`config.mk`:
```
export PLATFORM = sky130hd
export DESIGN_NAME = disp_timing_ctrl_flat
export DESIGN_NICKNAME = d
export VERILOG_FILES = /design/src/rtl/disp_timing_pkg.sv /design/src/rtl/disp_timing_ctrl_if.sv /design/src/rtl/disp_wrap_cnt.sv /design/src/rtl/disp_timing_ctrl.sv /design/src/flat_wrapper.sv
export SDC_FILE = /design/constraint.sdc
export NUM_CORES = 1
export LEC_CHECK = 0
export BUFFER_PORTS_ARGS = -buffer_cell sky130_fd_sc_hd__buf_2
export CORE_MARGIN = 2
export CORE_UTILIZATION = 36
export CTS_BUF_LIST = sky130_fd_sc_hd__clkbuf_8
export DETAILED_ROUTE_END_ITERATION = 16
export PLACE_DENSITY = 0.59
export SLEW_MARGIN = 25
export SYNTH_ARGS = -nofsm -noshare
export SYNTH_HDL_FRONTEND = slang
export SYNTH_SLANG_ARGS = --single-unit
export TNS_END_PERCENT = 1
```
`constraint.sdc`:
```
create_clock -name clk -period 1.95 [get_ports clk]
set_input_delay 0 -clock clk [delete_from_list [all_inputs] [get_ports clk]]
set_output_delay 0 -clock clk [all_outputs]
set_load 0.05 [all_outputs]
```
`src/rtl/disp_timing_pkg.sv`:
```
// disp_timing_pkg: timing sets for the supported panel modes and the RGB888
// colour constants shared between the timing controller and the pattern sources.
package disp_timing_pkg;

  // Scan counters and active-area addresses are 12 bits wide throughout.
  localparam int unsigned CNT_W = 12;

  typedef logic [CNT_W-1:0] cnt_t;
  typedef logic [23:0]      rgb_t;   // {R[23:16], G[15:8], B[7:0]}

  // One complete set of horizontal (pixels) and vertical (lines) timings.
  typedef struct packed {
    int unsigned h_sync;
    int unsigned h_back;
    int unsigned h_active;
    int unsigned h_front;
    int unsigned v_sync;
    int unsigned v_back;
    int unsigned v_active;
    int unsigned v_front;
  } timing_t;

  typedef enum logic [1:0] {
    MODE_640X480,
    MODE_800X480,
    MODE_1024X600
  } mode_e;

  localparam timing_t TIMING_640X480 = '{
    h_sync: 96, h_back: 48, h_active: 640, h_front: 16,
    v_sync: 2,  v_back: 33, v_active: 480, v_front: 10
  };

  localparam timing_t TIMING_800X480 = '{
    h_sync: 48, h_back: 88, h_active: 800, h_front: 40,
    v_sync: 3,  v_back: 32, v_active: 480, v_front: 13
  };

  localparam timing_t TIMING_1024X600 = '{
    h_sync: 20, h_back: 140, h_active: 1024, h_front: 160,
    v_sync: 3,  v_back: 20,  v_active: 600,  v_front: 12
  };

  // Colour index: bit 2 = red, bit 1 = green, bit 0 = blue, each fully on or off.
  typedef enum logic [2:0] {
    C_BLACK, C_BLUE, C_GREEN, C_CYAN, C_RED, C_MAGENTA, C_YELLOW, C_WHITE
  } colour_e;

  localparam rgb_t RGB_BLACK   = 24'h000000;
  localparam rgb_t RGB_BLUE    = 24'h0000FF;
  localparam rgb_t RGB_GREEN   = 24'h00FF00;
  localparam rgb_t RGB_CYAN    = 24'h00FFFF;
  localparam rgb_t RGB_RED     = 24'hFF0000;
  localparam rgb_t RGB_MAGENTA = 24'hFF00FF;
  localparam rgb_t RGB_YELLOW  = 24'hFFFF00;
  localparam rgb_t RGB_WHITE   = 24'hFFFFFF;

  function automatic timing_t timing_of(mode_e mode);
    case (mode)
      MODE_800X480:  return TIMING_800X480;
      MODE_1024X600: return TIMING_1024X600;
      default:       return TIMING_640X480;
    endcase
  endfunction

  function automatic int unsigned h_total(timing_t t);
    return t.h_sync + t.h_back + t.h_active + t.h_front;
  endfunction

  function automatic int unsigned v_total(timing_t t);
    return t.v_sync + t.v_back + t.v_active + t.v_front;
  endfunction

  // Expands a colour index into its RGB888 value (each channel 00 or FF).
  function automatic rgb_t colour_rgb(colour_e c);
    logic [2:0] b;
    b = c;
    return {{8{b[2]}}, {8{b[1]}}, {8{b[0]}}};
  endfunction

endpackage

```
`src/rtl/disp_timing_ctrl_if.sv`:
```
// disp_timing_ctrl_if: pixel request bus towards the frame-data source plus
// the registered panel bus. The timing controller is the master; the
// source/panel side is the slave.
interface disp_timing_ctrl_if;
  import disp_timing_pkg::*;

  rgb_t disp_data;       // pixel returned for the current request
  logic disp_data_req;   // source must present disp_data this cycle
  cnt_t disp_h_addr;     // active-area column
  cnt_t disp_v_addr;     // active-area row
  logic disp_hs;
  logic disp_vs;
  logic disp_de;
  rgb_t disp_rgb;
  logic frame_start;

  modport master (
    input  disp_data,
    output disp_data_req, disp_h_addr, disp_v_addr,
    output disp_hs, disp_vs, disp_de, disp_rgb, frame_start
  );

  modport slave (
    output disp_data,
    input  disp_data_req, disp_h_addr, disp_v_addr,
    input  disp_hs, disp_vs, disp_de, disp_rgb, frame_start
  );

endinterface

```
`src/rtl/disp_wrap_cnt.sv`:
```
// disp_wrap_cnt: free-running counter with enable that returns to zero after
// reaching a terminal value. wrap flags the enabled cycle on which the
// counter moves from term back to 0, so it can enable a cascaded counter.
module disp_wrap_cnt #(
  parameter int unsigned W = 12
) (
  input  logic         clk,
  input  logic         reset_n,
  input  logic         en,
  input  logic [W-1:0] term,
  output logic [W-1:0] cnt,
  output logic         wrap
);

  assign wrap = en && (cnt == term);

  // Count up while enabled, restarting at zero after the terminal value.
  // NOTE: state registers use non-blocking assignments so every flop samples
  // pre-edge values; blocking assignments here would make results depend on
  // process evaluation order.
  always_ff @(posedge clk or negedge reset_n) begin
    if (!reset_n) begin
      cnt <= '0;
    end else if (wrap) begin
      cnt <= '0;
    end else if (en) begin
      cnt <= cnt + W'(1);
    end
  end

endmodule

```
`src/rtl/disp_timing_ctrl.sv`:
```
// disp_timing_ctrl: display timing generator and pixel output stage.
// Horizontal/vertical scan counters decode into a pixel request issued one
// clock ahead of the panel pixel; the returned disp_data is registered onto
// the panel bus together with DE, HS and VS so all four stay aligned.
//
// Build option: define DISP_BORDER_EN to force the outermost row/column of
// the active area to white (panel alignment aid). Undefined, active pixels
// pass disp_data through unchanged.
module disp_timing_ctrl
  import disp_timing_pkg::*;
#(
  parameter int unsigned H_SYNC   = TIMING_640X480.h_sync,
  parameter int unsigned H_BACK   = TIMING_640X480.h_back,
  parameter int unsigned H_ACTIVE = TIMING_640X480.h_active,
  parameter int unsigned H_FRONT  = TIMING_640X480.h_front,
  parameter int unsigned V_SYNC   = TIMING_640X480.v_sync,
  parameter int unsigned V_BACK   = TIMING_640X480.v_back,
  parameter int unsigned V_ACTIVE = TIMING_640X480.v_active,
  parameter int unsigned V_FRONT  = TIMING_640X480.v_front,
  parameter bit          SYNC_POL = 1'b0   // active level of HS/VS
) (
  input  logic               clk,
  input  logic               reset_n,
  disp_timing_ctrl_if.master bus
);

  localparam int unsigned H_TOTAL = H_SYNC + H_BACK + H_ACTIVE + H_FRONT;
  localparam int unsigned V_TOTAL = V_SYNC + V_BACK + V_ACTIVE + V_FRONT;

  localparam cnt_t H_LAST     = cnt_t'(H_TOTAL - 1);
  localparam cnt_t V_LAST     = cnt_t'(V_TOTAL - 1);
  localparam cnt_t H_SYNC_END = cnt_t'(H_SYNC);
  localparam cnt_t V_SYNC_END = cnt_t'(V_SYNC);

  // The horizontal request window opens one pixel before the active region
  // so the registered pixel lands exactly on the first active column.
  localparam cnt_t H_REQ_LO = cnt_t'(H_SYNC + H_BACK - 1);
  localparam cnt_t H_REQ_HI = cnt_t'(H_SYNC + H_BACK + H_ACTIVE - 1);
  localparam cnt_t V_REQ_LO = cnt_t'(V_SYNC + V_BACK);
  localparam cnt_t V_REQ_HI = cnt_t'(V_SYNC + V_BACK + V_ACTIVE);

  // ---------------------------------------------------------------------------
  // Scan counters: h runs every clock, v steps on each h wrap.
  // ---------------------------------------------------------------------------
  cnt_t h_cnt;
  cnt_t v_cnt;
  logic h_wrap;
  logic v_wrap;

  disp_wrap_cnt #(.W(CNT_W)) u_h_cnt (
    .clk     (clk),
    .reset_n (reset_n),
    .en      (1'b1),
    .term    (H_LAST),
    .cnt     (h_cnt),
    .wrap    (h_wrap)
  );

  disp_wrap_cnt #(.W(CNT_W)) u_v_cnt (
    .clk     (clk),
    .reset_n (reset_n),
    .en      (h_wrap),
    .term    (V_LAST),
    .cnt     (v_cnt),
    .wrap    (v_wrap)
  );

  // ---------------------------------------------------------------------------
  // Combinational decode: pixel request and active-area address.
  // ---------------------------------------------------------------------------
  logic h_req;
  logic v_req;
  logic req_c;
  cnt_t h_addr_c;
  cnt_t v_addr_c;
  rgb_t pix_c;

  assign h_req    = (h_cnt >= H_REQ_LO) && (h_cnt < H_REQ_HI);
  assign v_req    = (v_cnt >= V_REQ_LO) && (v_cnt < V_REQ_HI);
  assign req_c    = h_req && v_req;
  assign h_addr_c = req_c ? (h_cnt - H_REQ_LO) : '0;
  assign v_addr_c = req_c ? (v_cnt - V_REQ_LO) : '0;

`ifdef DISP_BORDER_EN
  localparam cnt_t H_ADDR_LAST = cnt_t'(H_ACTIVE - 1);
  localparam cnt_t V_ADDR_LAST = cnt_t'(V_ACTIVE - 1);

  logic border_c;

  // Outside the request window the addresses read 0, so border_c is also
  // high there; the req_c mux at the output register masks that case.
  assign border_c = (h_addr_c == '0) || (h_addr_c == H_ADDR_LAST) ||
                    (v_addr_c == '0) || (v_addr_c == V_ADDR_LAST);
  assign pix_c    = border_c ? RGB_WHITE : bus.disp_data;
`else
  assign pix_c    = bus.disp_data;
`endif

  assign bus.disp_data_req = req_c;
  assign bus.disp_h_addr   = h_addr_c;
  assign bus.disp_v_addr   = v_addr_c;

  // ---------------------------------------------------------------------------
  // Frame origin tracking.
  // ---------------------------------------------------------------------------
  // The counters sit at (0,0) only straight out of reset or on the cycle
  // after a frame wrap, so one flop replaces a full-width compare of both.
  logic at_origin;

  // Flag the cycle whose counters are (0,0).
  always_ff @(posedge clk or negedge reset_n) begin
    if (!reset_n) begin
      at_origin <= 1'b1;
    end else begin
      at_origin <= v_wrap;
    end
  end

  // ---------------------------------------------------------------------------
  // Panel bus register: pixel, DE, syncs and frame pulse share one stage.
  // ---------------------------------------------------------------------------
  // Register the decoded timing and the returned pixel onto the panel bus.
  always_ff @(posedge clk or negedge reset_n) begin
    if (!reset_n) begin
      bus.disp_de     <= 1'b0;
      bus.disp_rgb    <= '0;
      bus.disp_hs     <= ~SYNC_POL;
      bus.disp_vs     <= ~SYNC_POL;
      bus.frame_start <= 1'b0;
    end else begin
      bus.disp_de     <= req_c;
      bus.disp_rgb    <= req_c ? pix_c : '0;
      bus.disp_hs     <= (h_cnt < H_SYNC_END) ? SYNC_POL : ~SYNC_POL;
      bus.disp_vs     <= (v_cnt < V_SYNC_END) ? SYNC_POL : ~SYNC_POL;
      bus.frame_start <= at_origin;
    end
  end

endmodule

```
`src/flat_wrapper.sv`:
```
// flat-port wrapper written by rule: the top's interface ports become plain ports
module disp_timing_ctrl_flat import disp_timing_pkg::*;
#(
  parameter int unsigned H_SYNC   = TIMING_640X480.h_sync,
  parameter int unsigned H_BACK   = TIMING_640X480.h_back,
  parameter int unsigned H_ACTIVE = TIMING_640X480.h_active,
  parameter int unsigned H_FRONT  = TIMING_640X480.h_front,
  parameter int unsigned V_SYNC   = TIMING_640X480.v_sync,
  parameter int unsigned V_BACK   = TIMING_640X480.v_back,
  parameter int unsigned V_ACTIVE = TIMING_640X480.v_active,
  parameter int unsigned V_FRONT  = TIMING_640X480.v_front,
  parameter bit          SYNC_POL = 1'b0                           
)
  (clk, reset_n, bus_disp_data, bus_disp_data_req, bus_disp_h_addr, bus_disp_v_addr, bus_disp_hs, bus_disp_vs, bus_disp_de, bus_disp_rgb, bus_frame_start);
  disp_timing_ctrl_if bus_i ();
  input  logic clk;
  input  logic reset_n;
  input wire logic [$bits(bus_i.disp_data)-1:0] bus_disp_data;
  output wire logic [$bits(bus_i.disp_data_req)-1:0] bus_disp_data_req;
  output wire logic [$bits(bus_i.disp_h_addr)-1:0] bus_disp_h_addr;
  output wire logic [$bits(bus_i.disp_v_addr)-1:0] bus_disp_v_addr;
  output wire logic [$bits(bus_i.disp_hs)-1:0] bus_disp_hs;
  output wire logic [$bits(bus_i.disp_vs)-1:0] bus_disp_vs;
  output wire logic [$bits(bus_i.disp_de)-1:0] bus_disp_de;
  output wire logic [$bits(bus_i.disp_rgb)-1:0] bus_disp_rgb;
  output wire logic [$bits(bus_i.frame_start)-1:0] bus_frame_start;
  assign bus_i.disp_data = bus_disp_data;
  assign bus_disp_data_req = bus_i.disp_data_req;
  assign bus_disp_h_addr = bus_i.disp_h_addr;
  assign bus_disp_v_addr = bus_i.disp_v_addr;
  assign bus_disp_hs = bus_i.disp_hs;
  assign bus_disp_vs = bus_i.disp_vs;
  assign bus_disp_de = bus_i.disp_de;
  assign bus_disp_rgb = bus_i.disp_rgb;
  assign bus_frame_start = bus_i.frame_start;
  disp_timing_ctrl #(.H_SYNC(H_SYNC), .H_BACK(H_BACK), .H_ACTIVE(H_ACTIVE), .H_FRONT(H_FRONT), .V_SYNC(V_SYNC), .V_BACK(V_BACK), .V_ACTIVE(V_ACTIVE), .V_FRONT(V_FRONT), .SYNC_POL(SYNC_POL)) u_core (.clk(clk), .reset_n(reset_n), .bus(bus_i));
endmodule
```
==> summary.txt <==
Detailed routing
  – Wire length per cell: 14.8 um
  – Routed wl met3: 413 um
  – Routed wl met2: 3.76 mm
  – Drc violations: 0
  – Via density: 4.92
  – Antenna Violating Nets Remaining: 0
  – WL met1: 3.30 mm
  – 1st-pass router iterations: 4
  – Via Count: 2518
  – DRT Wirelength: 7.56 mm
  – DRT iter0 DRCs: 85
  – Top Layer Used: met4

Global route
  – Total grt overflow: 0
  – Largest net degree at the start of global routing: 54
  – Vias in the first global route: 2571
  – Total GRT Usage: 17.6%
  – Antenna violations before repair: 0
  – First-pass GRT wire length: 12.6 mm

Timing
  – Worst slew margin: 53.7%
  – Final WS setup: -0.352 ns
  – RSZ-0062 raised after global routing: yes
  – FMAX: 0.434 GHz
  – Slew @ Worst Pin: 0.694 ns
  – Clock Skew: 0.00665 ns
  – Setup TNS Final: -6.89 ns
  – Slew Limit Fails: 0
  – Final setup vio count: 23
  – Fin crit period: 2.30 ns
  – Crit share post-route: 118%
  – Endpoints failing hold: 0

Synthesis
  – Ranking of synthesized cells by area: dfrtp_1, nor3b_2, nor3_2
  – Adder-Cell Fraction of Synth Area: 1.23%
  – Mapped Avg Cell Area: 10.9 um^2
  – Yosys warnings: 0
  – Sequential area share after synthesis: 43.5%
  – Main combinational cell family by area after synthesis: simple AND/OR/NAND/NOR gates
  – Post-synth EDFFs: 0
  – Mapped Area: 3050 um^2
  – Synth area leader: dfrtp_1
  – Xor and xnor area share after synthesis: 6.31%
  – Most common flop cell mapped by yosys: dfrtp_1
  – Mux contribution to synthesized area: 0.983%
  – Synth top area share: 41.0%
  – Cell variety after synth: 51
  – Asr flop ratio synth: 100%
  – Synth Instances: 280
  – Synth Area in Compound Gates: 10.2%
  – Synth Area in Simple Gates: 29.8%
  – #FFs+latches synth: 53

Floorplanning
  – Core Area: 8220 um^2
  – Initial Util: 37.2%
  – # IOs: 79
  – Die width: 96.1 um
  – Die area: 9240 um^2
  – Die height: 96.1 um
  – # rows: 33

Worst setup path
  – Critical path data arrival time: 2.30 ns
  – CP max FO: 14
  – CP Capture Type: primary output
  – Crit path launch type: flip-flop
  – CP Class: reg -> out
  – Worst path required time: 1.95 ns

Power and ir drop
  – Peak VDD IR: 361 uV
  – Switch Pwr: 0.382 mW
  – Switching share of power: 21.0%
  – Reg power frac: 60.4%
  – Pwr dens: 404 nW/um^2
  – Clock power frac: 34.0%
  – Lkg Pwr: 2.16 nW
  – Pint: 1.44 mW
  – Power, Total: 1.82 mW
  – Gate power share: 5.6%

Clock tree
  – Clock latency on the worst-skew pair: 0.30 ns
  – CTS sink count: 53
  – Cts bufs inserted: 5
  – Clock Root Buffer: clkbuf_8
  – H-tree levels: 2
  – CTS max path bufs: 2
  – Postcts setup bufs: 0
  – Clk slew on worst S/H paths: 0.09 ns
  – CTS tree: yes

Worst hold path
  – Min-delay worst type: in -> async

Cells and area
  – Core Util, Final: 54.7%
  – Net count, final: 436
  – Share of layout cells above drive strength 1: 47.4%
  – # fillers: 691
  – Fin area: 4500 um^2
  – Antenna Cells: 0
  – Area growth from synthesis to layout: 47.2%
  – Most frequent cells in the layout: buf_2, dfrtp_1, buf_4, dlygate4sd3_1, nor3b_2
  – Most common cell after layout, fill and taps aside: buf_2

Status
  – Failing checks: negative setup slack
  – Outcome: complete, but fails checks

Job
  – Max cap viols: 0

Placed design
  – Port bufs: 76
  – DPL Wire Length: 5.16 mm
  – Placed cell areas: 3960 um^2
  – Pre-CTS WS: -0.160 ns
  – GP Congestion: 0.865
==> per-stage QoR <==
step,hold WS [ns],cells
floorplan,-0.296,281
global placement,0.170,480
detailed placement,0.178,480
CTS,0.378,512
global route,0.407,512
finish,0.371,512
==> path summary, 6_finish.rpt <==
kind | start | end | slack [ns] | cells past startpoint
max | u_core.u_h_cnt.cnt[1]$_DFF_PN0_ | bus_disp_h_addr[3] | -0.35 | 7
min | reset_n | u_core.bus.disp_rgb[19]$_DFF_PN0_ | 0.37 | 3
max reg2reg | u_core.u_h_cnt.cnt[1]$_DFF_PN0_ | u_core.bus.disp_rgb[6]$_DFF_PN0_ | 0 | 7
min reg2reg | u_core.at_origin$_DFF_PN1_ | u_core.bus.frame_start$_DFF_PN0_ | 0.40 | 0
max in group asynchronous | reset_n | u_core.u_h_cnt.cnt[0]$_DFF_PN0_ | 1.09 | 3
min in group clk | u_core.at_origin$_DFF_PN1_ | u_core.bus.frame_start$_DFF_PN0_ | 0.40 | 0
==> cell usage after synthesis, types with 2 or more instances <==
master    count
nor3_1        8
a22o_1        3
or3_1         4
nor2b_1       2
buf_2         7
and4_1        4
nor3_2       16
xnor2_1      12
dfstp_2       3
a41oi_1       2
nand4_1       6
dfrtp_1      50
nor3b_2      22
nor2_1       17
nand3b_1      2
nand3_1      13
xor2_1       10
nand2_1       9
nor3b_1       5
buf_4         7
clkbuf_1      8
inv_1         6
ha_1          3
a21oi_1      12
o21ai_0       7
mux2i_1       3
and3_1        6
buf_6         8
and2_1        2
nor4_1        2
==> registers in the layout, summed over array words and instances (netlist names) <==
signal	cells
u_core.bus.disp_vs	1
u_core.bus.disp_rgb	24
u_core.u_h_cnt.cnt	12
u_core.at_origin	1
u_core.bus.frame_start	1
u_core.bus.disp_hs	1
u_core.u_v_cnt.cnt	12
u_core.bus.disp_de	1
==> area by class of cell <==
class / instances / area (um^2) / area share [%]
multi-input combinational: 191 / 1740 / 38.7
sequential: 53 / 1330 / 29.6
timing repair buffer: 150 / 1190 / 26.4
tap: 105 / 131 / 2.92
clock buffer: 6 / 82.6 / 1.84
inverter: 6 / 22.5 / 0.501
clock inverter: 1 / 3.75 / 0.0835
==> repair_timing <==
item | 4_1_cts | 5_1_grt
hold buffers | 25 | 0
gates resized for setup | 36 | 23
pin swaps | 6 | 1
setup endpoints to repair | 47 | 48
hold endpoints to repair | 74 | 0
==> power by group through the flow <==
stage          clock (mW)  combinational, mW  sequential (mW)
2_1_floorplan           0             0.0201             1.12
3_3_place_gp            0             0.0635             1.12
3_5_place_dp            0             0.0638             1.12
4_1_cts             0.650              0.103             1.10
5_1_grt             0.692              0.111             1.10
6_report            0.619              0.101             1.10
==> logic make-up after synthesis <==
family                   count (synthesis)
AND/OR/NAND/NOR                        123
flip-flops                              53
AO/OA/AOI/OAI                           38
buffers and inverters                   37
XOR/XNOR                                22
adder cells (fa/ha/maj)                  3
multiplexers                             3
other                                    1
==> critical path, cell delays in order (launching register included) <==
cell	delay, ns
dfrtp_1	0.42
ha_4	0.17
a311o_1	0.31
o21a_4	0.23
o31ai_4	0.26
buf_6	0.33
nor3_4	0.06
clkbuf_4	0.21
==> routing by layer <==
layer	global-route usage, %	up-vias
li1	-	1241
met1	22.8	1185
met2	30.2	86
met3	2.82	6
met4	4.88	0
met5	0	-
(Power assumes the default switching activity.)
